## config.mk

```make
export PLATFORM = sky130hd
export DESIGN_NAME = issue_ctrl_flat
export DESIGN_NICKNAME = d
export VERILOG_FILES = /design/src/rtl/issue_if.sv /design/src/rtl/issue_ctrl.sv /design/src/flat_wrapper.sv
export SDC_FILE = /design/constraint.sdc
export NUM_CORES = 1
export LEC_CHECK = 0
export ABC_AREA = 1
export CAP_MARGIN = 0
export CORE_AREA = 2 2 142 144
export DETAILED_ROUTE_END_ITERATION = 6
export DIE_AREA = 0 0 144 146
export SYNTH_ARGS = -nofsm -noshare
export SYNTH_HDL_FRONTEND = slang
export SYNTH_SLANG_ARGS = --single-unit
```

## constraint.sdc

```tcl
create_clock -name clk -period 3.55 [get_ports clk]
set_input_delay 0.355 -clock clk [delete_from_list [all_inputs] [get_ports clk]]
set_output_delay 0.355 -clock clk [all_outputs]
set_load 0.05 [all_outputs]
```

## src/rtl/issue_if.sv

```systemverilog
// issue_if: ID-stage issue/interlock bus between the pipeline and issue_ctrl
// master: pipeline side, drives the ID/EX/MEM status and receives the controls
// slave : issue_ctrl side
interface issue_if;
  logic        id_valid_inst;
  logic [4:0]  id_ra_idx;
  logic [4:0]  id_rb_idx;
  logic        id_uses_ra;
  logic        id_uses_rb;
  logic        id_reg_wr;
  logic [4:0]  id_dest_idx;
  logic        id_rd_mem;
  logic        id_is_mul;
  logic        ex_take_branch;
  logic        mem_stall;
  logic        if_stall;
  logic        id_stall;
  logic        issue;
  logic        id_ex_bubble;
  logic        flush_if_id;
  logic        flush_id_ex;
  logic        ex_busy;
  logic [31:0] pending_mask;
  modport master(
    output id_valid_inst, id_ra_idx, id_rb_idx, id_uses_ra, id_uses_rb, id_reg_wr,
           id_dest_idx, id_rd_mem, id_is_mul, ex_take_branch, mem_stall,
    input  if_stall, id_stall, issue, id_ex_bubble, flush_if_id, flush_id_ex,
           ex_busy, pending_mask
  );
  modport slave(
    input  id_valid_inst, id_ra_idx, id_rb_idx, id_uses_ra, id_uses_rb, id_reg_wr,
           id_dest_idx, id_rd_mem, id_is_mul, ex_take_branch, mem_stall,
    output if_stall, id_stall, issue, id_ex_bubble, flush_if_id, flush_id_ex,
           ex_busy, pending_mask
  );
endinterface

```

## src/rtl/issue_ctrl.sv

```systemverilog
// issue_ctrl: in-order issue/interlock controller (scoreboard, MUL occupancy, flush/stall sequencing)
// Ports: clk; rst (asynchronous, active-low); bus (issue_if.slave) carrying the ID operand/dest
//   info, ex_take_branch, mem_stall in, and if_stall/id_stall/issue/id_ex_bubble/flushes/
//   ex_busy/pending_mask out. All outputs are 0 while rst is low.
// Option: define BYPASS_EN to interlock only on load-use; otherwise full interlock.
module issue_ctrl #(
  parameter int WB_DIST = 3,
  parameter int MUL_LAT = 2
) (
  input logic     clk,
  input logic     rst,
  issue_if.slave  bus
);
  typedef enum logic {IDLE, BUSY} state_t;
  localparam logic [1:0] LP_WB = 2'(WB_DIST);
  localparam logic [2:0] LP_ML = 3'(MUL_LAT);
  state_t      r_state, w_state_nx;
  logic [2:0]  r_mcnt, w_mcnt_nx;
  logic [1:0]  r_cnt [32];
  logic [31:0] w_pend, w_blk;
  logic        w_busy, w_run, w_br, w_hazard, w_wr, w_issue;
`ifdef BYPASS_EN
  logic [31:0] r_tag;
`else
  logic        w_unused_rd_mem;
  assign w_unused_rd_mem = bus.id_rd_mem;
`endif
  always_comb begin
    for (int r = 0; r < 32; r++) begin
      w_pend[r] = r_cnt[r] != 2'd0;
`ifdef BYPASS_EN
      // only a load still one cycle from its result blocks; everything else forwards
      w_blk[r] = r_tag[r] && r_cnt[r] == LP_WB;
`else
      w_blk[r] = w_pend[r];
`endif
    end
  end
  assign w_busy   = r_state == BUSY;
  assign w_run    = ~bus.mem_stall & ~w_busy;
  // EX cannot resolve a branch while a MUL occupies it
  assign w_br     = bus.ex_take_branch & ~w_busy;
  assign w_hazard = (bus.id_uses_ra && bus.id_ra_idx != 5'd0 && w_blk[bus.id_ra_idx]) ||
                    (bus.id_uses_rb && bus.id_rb_idx != 5'd0 && w_blk[bus.id_rb_idx]);
  assign w_issue  = rst & w_run & ~w_br & ~w_hazard & bus.id_valid_inst;
  assign w_wr     = w_issue & bus.id_reg_wr;
  assign bus.if_stall     = rst & (bus.mem_stall | (~w_br & (w_busy | (w_hazard & bus.id_valid_inst))));
  assign bus.id_stall     = bus.if_stall;
  assign bus.issue        = w_issue;
  assign bus.id_ex_bubble = rst & w_run & ~w_br & (w_hazard | ~bus.id_valid_inst);
  assign bus.flush_if_id  = rst & ~bus.mem_stall & w_br;
  assign bus.flush_id_ex  = bus.flush_if_id;
  assign bus.ex_busy      = rst & w_busy;
  assign bus.pending_mask = rst ? w_pend : 32'd0;
  // r_cnt[0] is only ever reset, so x0 never reads as pending
  always_ff @(posedge clk or negedge rst) begin
    if (!rst) begin
      for (int r = 0; r < 32; r++) r_cnt[r] <= 2'd0;
    end else begin
      for (int r = 1; r < 32; r++)
        if (w_wr && bus.id_dest_idx == 5'(r)) r_cnt[r] <= LP_WB;
        else if (w_run && r_cnt[r] != 2'd0) r_cnt[r] <= r_cnt[r] - 2'd1;
    end
  end
`ifdef BYPASS_EN
  always_ff @(posedge clk or negedge rst) begin
    if (!rst) r_tag <= '0;
    else if (w_wr && bus.id_dest_idx != 5'd0) r_tag[bus.id_dest_idx] <= bus.id_rd_mem;
  end
`endif
  always_comb begin
    w_state_nx = r_state;
    w_mcnt_nx  = r_mcnt;
    if (r_state == IDLE) begin
      if (w_issue && bus.id_is_mul) begin
        w_state_nx = BUSY;
        w_mcnt_nx  = LP_ML;
      end
    end else if (!bus.mem_stall) begin
      w_mcnt_nx  = r_mcnt - 3'd1;
      w_state_nx = r_mcnt == 3'd1 ? IDLE : BUSY;
    end
  end
  always_ff @(posedge clk or negedge rst) begin
    if (!rst) begin
      r_state <= IDLE;
      r_mcnt  <= 3'd0;
    end else begin
      r_state <= w_state_nx;
      r_mcnt  <= w_mcnt_nx;
    end
  end
endmodule

```

## src/flat_wrapper.sv

```systemverilog
// flat-port wrapper written by rule: the top's interface ports become plain ports
module issue_ctrl_flat 
#(
  parameter int WB_DIST = 3,
  parameter int MUL_LAT = 2
)
  (clk, rst, bus_id_valid_inst, bus_id_ra_idx, bus_id_rb_idx, bus_id_uses_ra, bus_id_uses_rb, bus_id_reg_wr, bus_id_dest_idx, bus_id_rd_mem, bus_id_is_mul, bus_ex_take_branch, bus_mem_stall, bus_if_stall, bus_id_stall, bus_issue, bus_id_ex_bubble, bus_flush_if_id, bus_flush_id_ex, bus_ex_busy, bus_pending_mask);
  issue_if bus_i ();
  input logic clk;
  input logic rst;
  input wire logic [$bits(bus_i.id_valid_inst)-1:0] bus_id_valid_inst;
  input wire logic [$bits(bus_i.id_ra_idx)-1:0] bus_id_ra_idx;
  input wire logic [$bits(bus_i.id_rb_idx)-1:0] bus_id_rb_idx;
  input wire logic [$bits(bus_i.id_uses_ra)-1:0] bus_id_uses_ra;
  input wire logic [$bits(bus_i.id_uses_rb)-1:0] bus_id_uses_rb;
  input wire logic [$bits(bus_i.id_reg_wr)-1:0] bus_id_reg_wr;
  input wire logic [$bits(bus_i.id_dest_idx)-1:0] bus_id_dest_idx;
  input wire logic [$bits(bus_i.id_rd_mem)-1:0] bus_id_rd_mem;
  input wire logic [$bits(bus_i.id_is_mul)-1:0] bus_id_is_mul;
  input wire logic [$bits(bus_i.ex_take_branch)-1:0] bus_ex_take_branch;
  input wire logic [$bits(bus_i.mem_stall)-1:0] bus_mem_stall;
  output wire logic [$bits(bus_i.if_stall)-1:0] bus_if_stall;
  output wire logic [$bits(bus_i.id_stall)-1:0] bus_id_stall;
  output wire logic [$bits(bus_i.issue)-1:0] bus_issue;
  output wire logic [$bits(bus_i.id_ex_bubble)-1:0] bus_id_ex_bubble;
  output wire logic [$bits(bus_i.flush_if_id)-1:0] bus_flush_if_id;
  output wire logic [$bits(bus_i.flush_id_ex)-1:0] bus_flush_id_ex;
  output wire logic [$bits(bus_i.ex_busy)-1:0] bus_ex_busy;
  output wire logic [$bits(bus_i.pending_mask)-1:0] bus_pending_mask;
  assign bus_i.id_valid_inst = bus_id_valid_inst;
  assign bus_i.id_ra_idx = bus_id_ra_idx;
  assign bus_i.id_rb_idx = bus_id_rb_idx;
  assign bus_i.id_uses_ra = bus_id_uses_ra;
  assign bus_i.id_uses_rb = bus_id_uses_rb;
  assign bus_i.id_reg_wr = bus_id_reg_wr;
  assign bus_i.id_dest_idx = bus_id_dest_idx;
  assign bus_i.id_rd_mem = bus_id_rd_mem;
  assign bus_i.id_is_mul = bus_id_is_mul;
  assign bus_i.ex_take_branch = bus_ex_take_branch;
  assign bus_i.mem_stall = bus_mem_stall;
  assign bus_if_stall = bus_i.if_stall;
  assign bus_id_stall = bus_i.id_stall;
  assign bus_issue = bus_i.issue;
  assign bus_id_ex_bubble = bus_i.id_ex_bubble;
  assign bus_flush_if_id = bus_i.flush_if_id;
  assign bus_flush_id_ex = bus_i.flush_id_ex;
  assign bus_ex_busy = bus_i.ex_busy;
  assign bus_pending_mask = bus_i.pending_mask;
  issue_ctrl #(.WB_DIST(WB_DIST), .MUL_LAT(MUL_LAT)) u_core (.clk(clk), .rst(rst), .bus(bus_i));
endmodule
```

# After elaboration in Yosys (flattened, before gate mapping)
# Cells that the tools add are included.
word_totals:
  ff_bits: 66
  input_bits: 25
  word_cells: 331
classes:
  add_sub_neg: 32
  n_lt_le_gt_ge: 2
  eq_ne: 33
  muxes: 74
  bitwise: 22
  reduce_logical: 135
ops:
  columns: ["operator", "n"]
  rows:
  - ["$reduce_bool 2->1", 64]
  - ["$mux 2", 62]
  - ["$eq 5x5->1 const B", 16]
  - ["$logic_and 1x1->1", 67]
  - ["$sub 2x1->2 const B", 31]
  - ["$eq 5x4->1 const B", 8]
  - ["$mux 32", 1]
  - ["$eq 5x3->1 const B", 4]
  - ["$and 1x1->1", 14]
  - ["$lt 5x6->1 const B", 2]
  - ["$bmux 1 s5", 2]
  - ["$eq 5x2->1 const B", 2]
  - ["$reduce_bool 5->1", 2]
  - ["$mux 3", 3]
  - ["$mux 1", 6]
  - ["$eq 5x1->1 const B", 1]
  - ["$not 1->1", 5]
  - ["$eq 3x1->1 const B", 1]
  - ["$or 1x1->1", 3]
  - ["$sub 3x1->3 const B", 1]
  - ["$ne 2x2->1 const B", 1]
  - ["$reduce_and 2->1", 1]
  - ["$logic_or 1x1->1", 1]

# Logic depth before layout (Yosys ltp)
depth:
  ltp_word: 11
  ltp_mapped: 16
  depth_no_buf: 16

# Worst setup path before layout
# No wires, ideal clock.
synth_timing:
  kind: "reg2out"
  from: "register u_core.r_cnt[36] (netlist name)"
  to: "output port bus_if_stall"
  arrival_ps: 2428
  setup_slack_ps: 767
  stages_incl_launch_ff: 15
  n_path_buf: 1
  path_cell_list: "dfrtp_1 > inv_1 > ha_1 > inv_1 > nand2_1 > nand3_1 > nand2_1 > nor2_1 > nor2_1 > nor2_1 > nand2_2 > nand2_1 > nand3_1 > a21oi_1 > buf_4"
synth_between:
  elab_chain_cells: 10
  elab_cells_between_ends: 13
  cone_classes: "mux (4); bitwise (5); reduce/logical (4)"
synth_rtl:
  columns: ["item", "line_no", "source"]
  rows:
  - ["from (decl)", "issue_ctrl.sv:19", "logic [1:0] r_cnt [32];"]
  - ["from (signal, indexed assignment)", "issue_ctrl.sv:61", "if (w_wr && bus.id_dest_idx == 5'(r)) r_cnt[r] <= LP_WB;"]
  - ["$reduce_bool 2->1 *", "issue_ctrl.sv:30", "w_pend[r] = r_cnt[r] != 2'd0;"]
  - ["$bmux 1 s5 (on tied branches)", "issue_ctrl.sv:43, issue_ctrl.sv:44", null]
  - ["$mux 1 (on tied branches)", "issue_ctrl.sv:43, issue_ctrl.sv:44", null]
  - ["$logic_and 1x1->1 (on tied branches)", "issue_ctrl.sv:43, issue_ctrl.sv:44", null]
  - ["$logic_or 1x1->1 *", "issue_ctrl.sv:43", "assign w_hazard = (bus.id_uses_ra && bus.id_ra_idx != 5'd0 && w_blk[bus.id_ra_idx]) ||"]
  - ["$and 1x1->1 *", "issue_ctrl.sv:47", "assign bus.if_stall = rst & (bus.mem_stall | (~w_br & (w_busy | (w_hazard & bus.id_valid_inst))));"]
  - ["$or 1x1->1 *", "issue_ctrl.sv:47", null]
  - ["$and 1x1->1 *", "issue_ctrl.sv:47", null]
  - ["$or 1x1->1 *", "issue_ctrl.sv:47", null]
  - ["$and 1x1->1 *", "issue_ctrl.sv:47", null]
  - ["to (decl)", "flat_wrapper.sv:22", "output wire logic [$bits(bus_i.if_stall)-1:0] bus_if_stall;"]
# Every way passes the cells marked *; elsewhere a longest branch is shown, timed or not. The select of a mux whose other input is x is not followed.

# Final worst setup path
layout_timing:
  from: "input port bus_id_rb_idx[0]"
  to: "output port bus_if_stall"
layout_between:
  elab_chain_cells: 9
  elab_cells_between_ends: 11
  cone_classes: "mux (2); bitwise (5); reduce/logical (4)"
layout_rtl:
  columns: ["item", "line_no", "source"]
  rows:
  - ["from (decl)", "flat_wrapper.sv:13", "input wire logic [$bits(bus_i.id_rb_idx)-1:0] bus_id_rb_idx;"]
  - ["$bmux 1 s5 or $reduce_bool 5->1 (tied branches)", "issue_ctrl.sv:44", "(bus.id_uses_rb && bus.id_rb_idx != 5'd0 && w_blk[bus.id_rb_idx]);"]
  - ["$mux 1 (not written as such) or $logic_and 1x1->1 (tied branches)", "issue_ctrl.sv:44", null]
  - ["$logic_and 1x1->1 *", "issue_ctrl.sv:44", null]
  - ["$logic_or 1x1->1 *", "issue_ctrl.sv:43", null]
  - ["$and 1x1->1 *", "issue_ctrl.sv:47", null]
  - ["$or 1x1->1 *", "issue_ctrl.sv:47", null]
  - ["$and 1x1->1 *", "issue_ctrl.sv:47", null]
  - ["$or 1x1->1 *", "issue_ctrl.sv:47", null]
  - ["$and 1x1->1 *", "issue_ctrl.sv:47", null]
# Marked as above.

==> impl_metrics.py <==
metrics = {
    "critical_path": {
        "critPathCapture": "bus_if_stall",
        "regToRegEndpoint": "u_core.r_cnt[36]$_DFFE_PN0P_",
        "worst_path_max_delay_cell": "clkdlybuf4s50_1",
        "cp_num_buf_inv": 3,
        "startpoint": "bus_id_rb_idx[0]",
        "worstPathArrival_ps": 2710,
        "cp.depth": 13,
        "critPathTopFamily": "buffers and inverters",
        "r2r_cells": 15,
        "cpMostUsedCell": "nand2_1",
        "cp-start-kind": "input port",
        "path_cells": "clkdlybuf4s50_1, buf_4, nand2_1, nand3_1, nand2_1, nand2_1, a21oi_1, nor2_1, nand2_2, nand2_1, nand3_1, a21oi_1, buf_12",
        "r2r_slack_ps": 1240,
        "timing_worst_setup_path_type": "in -> out",
        "cp.required_ps": 3190,
        "cp_max_fo": 12,
        "worst_path_largest_cell_delay_ps": 770,
        "reg2reg_from": "u_core.r_cnt[4]$_DFFE_PN0P_",
        "endpoint_kind": "output pin",
    },
    "global_routing": {
        "grt_max_degree": 45,
        "grt_pass1_wl_mm": 21.4,
        "overflow": 0,
        "grt_antenna_before_repair": 0,
        "first_global_vias": 4397,
        "grt_use_total": 0.132,
    },
    "logic_synthesis": {
        "synth-edff-count": 0,
        "syn_nets": 777,
        "synth_compound_area_frac": 0.0404,
        "synth_simple_gate_area_share": 0.359,
        "ys_seq_elements": 66,
        "syn_area_per_cell_um2": 6.99,
        "yosysWarnings": 2,
        "synth_area_leaders": "dfrtp_1 33%, nand2_1 15%, inv_1 8.7%",
        "synth.distinct_cells": 24,
        "synth_fa_ha_area_frac": 0.0822,
        "yosys.area.top_type": "dfrtp_1",
        "synth.most_common_cell": "nand2_1",
        "synthArstFlopShare": 1.00,
        "synth_top_family_by_area": "simple AND/OR/NAND/NOR gates",
        "synth.top_cells.by_count": "201 x nand2_1, 117 x inv_1, 112 x nor2_1",
        "ys_seq_area_frac": 0.329,
        "yosysTopAreaCellShare": 0.329,
        "synth_mux_area_frac": 0,
        "syn_inst": 719,
        "synth_xor_area_frac": 0.0541,
        "synth_flop_cell": "dfrtp_1",
        "netlist_area_um2": 5020,
    },
    "routing": {
        "wirelength_mm": 13.1,
        "ant_nets": 0,
        "vias_per_cell": 4.28,
        "wl_per_cell_um": 12.5,
        "drc": 0,
        "drt_iter0_drc": 236,
        "route.vias.total": 4465,
        "firstDrtPassIters": 5,
    },
    "pwr": {
        "finalPower_mw": 5.27,
        "cellPowerDensity_nw_per_um2": 819,
        "leakagePower_nw": 3.33,
        "vdd_drop_max_mv": 0.292,
    },
    "floorplanning": {
        "dieHeight_um": 146,
        "die_area_um2": 21000,
        "die_w_um": 144,
        "coreArea_um2": 19300,
        "initial_core_util": 0.260,
        "num_io_pins": 64,
        "rows": 51,
    },
    "clock_tree": {
        "post_cts_buffers": 0,
        "h-tree-depth": 3,
        "clock_path_buffers": 2,
        "clk_latency_ps": 340,
        "root_buffer": "clkbuf_16",
        "cts_tree": "built",
        "cts.reportedPaths.clkPinSlew_ps": 50,
        "cts_made_buffers": 9,
        "cts.sinks": 66,
        "ctsHoldBuffers": 0,
        "cts_resized": 0,
    },
    "finish": {
        "layout.nets": 833,
        "drive_gt1_frac": 0.123,
        "fillers": 2069,
        "multi_input_area_um2": 2700,
        "utilization": 0.333,
        "diodes": 0,
        "finalNonFillerCells": 1043,
        "seqCellArea_um2": 1650,
        "synthToLayoutAreaGrowth_pct": 28.1,
    },
    "place": {
        "dp.cells": 1029,
        "gp_congestion": 0.881,
        "portBuffers": 61,
        "hpwlAfterDp_mm": 10.3,
    },
    "timing": {
        "rsz0062_at_grt": "false",
        "worst_hold_slack_ps": 48.9,
        "finalMaxSlewViolations": 0,
        "timing_hold_violations_final": 0,
        "relSlewSlack": 0.453,
        "skew_ps": 7.05,
        "tightest_slew_ps": 820,
        "clock.fmax_ghz": 0.326,
        "finalCriticalPeriod_ps": 3070,
        "setup_viol": 0,
        "setup_tns_ps": 0,
        "finalCritPeriodShare": 0.864,
    },
    "hold_path": {
        "hold_class": "in -> async",
    },
    "run_status": {
        "status": "finished clean",
    },
    "run": {
        "max_cap_viol_count": 0,
    },
}
power breakdown:
group          internal, mW  switching, mW  leakage (nW)
clock network         0.484          0.303         0.123
logic                  1.27           1.85          2.41
registers              1.15          0.217         0.795
metal layers:
| metal | GRT usage | share of wire |
|---|---|---|
| met5 | 0 | 0 |
| met4 | 0.0480 | 0.022 |
| met3 | 0.0355 | 0.061 |
| met2 | 0.211 | 0.45 |
| met1 | 0.170 | 0.47 |
layout make-up:
type                            instances  share of cell area
Multi-Input combinational cell        507               0.419
Timing Repair Buffer                   70               0.161
Sequential cell                        66               0.257
Clock buffer                           14              0.0395
Inverter                              121              0.0714
Tap cell                              265              0.0516
worst min path at each step:
stage,to,cells after the start,from,slack (ps)
detailed placement,u_core.r_cnt[35]$_DFFE_PN0P_,2,rst,420
CTS,u_core.r_cnt[57]$_DFFE_PN0P_,2,rst,60
finish,u_core.r_cnt[41]$_DFFE_PN0P_,2,rst,50
global route,u_core.r_cnt[35]$_DFFE_PN0P_,2,rst,80
floorplan,u_core.r_cnt[0]$_DFFE_PN0P_,0,rst,60
global placement,u_core.r_cnt[34]$_DFFE_PN0P_,2,rst,420
metrics by stage:
| stage | area, um^2 | setup slack, ps |
|---|---|---|
| after floorplan | 5020 | 767 |
| after global placement | 6180 | 469 |
| after detailed placement | 6180 | 474 |
| after CTS | 6430 | 471 |
| after global routing | 6430 | 295 |
| final | 6430 | 483 |
sequential cells by signal, indices dropped and copies added (netlist names):
name            count
u_core.r_cnt       62
u_core.r_mcnt       3
u_core.r_state      1
cell usage in the layout, fill, tap and decap left out:
| cell type | count |
|---|---|
| a21oi_1 | 35 |
| a22oi_1 | 1 |
| buf_12 | 37 |
| buf_2 | 2 |
| buf_4 | 9 |
| clkbuf_1 | 4 |
| clkbuf_16 | 9 |
| clkbuf_8 | 1 |
| clkdlybuf4s50_1 | 22 |
| clkinv_1 | 2 |
| conb_1 | 1 |
| dfrtp_1 | 66 |
| ha_1 | 33 |
| inv_1 | 117 |
| inv_4 | 2 |
| nand2_1 | 201 |
| nand2_2 | 2 |
| nand3_1 | 51 |
| nand3_2 | 30 |
| nand3_4 | 1 |
| nand4_1 | 1 |
| nor2_1 | 111 |
| nor2_2 | 1 |
| nor2_8 | 1 |
| nor3_1 | 2 |
| o21ai_0 | 4 |
| or2_2 | 1 |
| xor2_1 | 31 |
worst reg2reg max path, cell delays in order, from the launching register on:
cell,delay (ps)
dfrtp_1,380
inv_1,60
ha_1,160
inv_1,110
nand2_1,80
nand3_1,80
nand3_1,100
nand2_1,70
nand2_1,60
nand3_1,80
nand2_2,130
nand3_4,120
nor2_8,320
buf_4,270
nand3_2,130
nand2_1,110
kinds of logic after synthesis:
logic type,Yosys count
AO/OA/AOI/OAI,40
XOR/XNOR,31
adder cells (fa/ha/maj),33
buffers and inverters,146
flip-flops,66
other,1
AND/OR/NAND/NOR,402
Power figures use the tool's default switching activity.
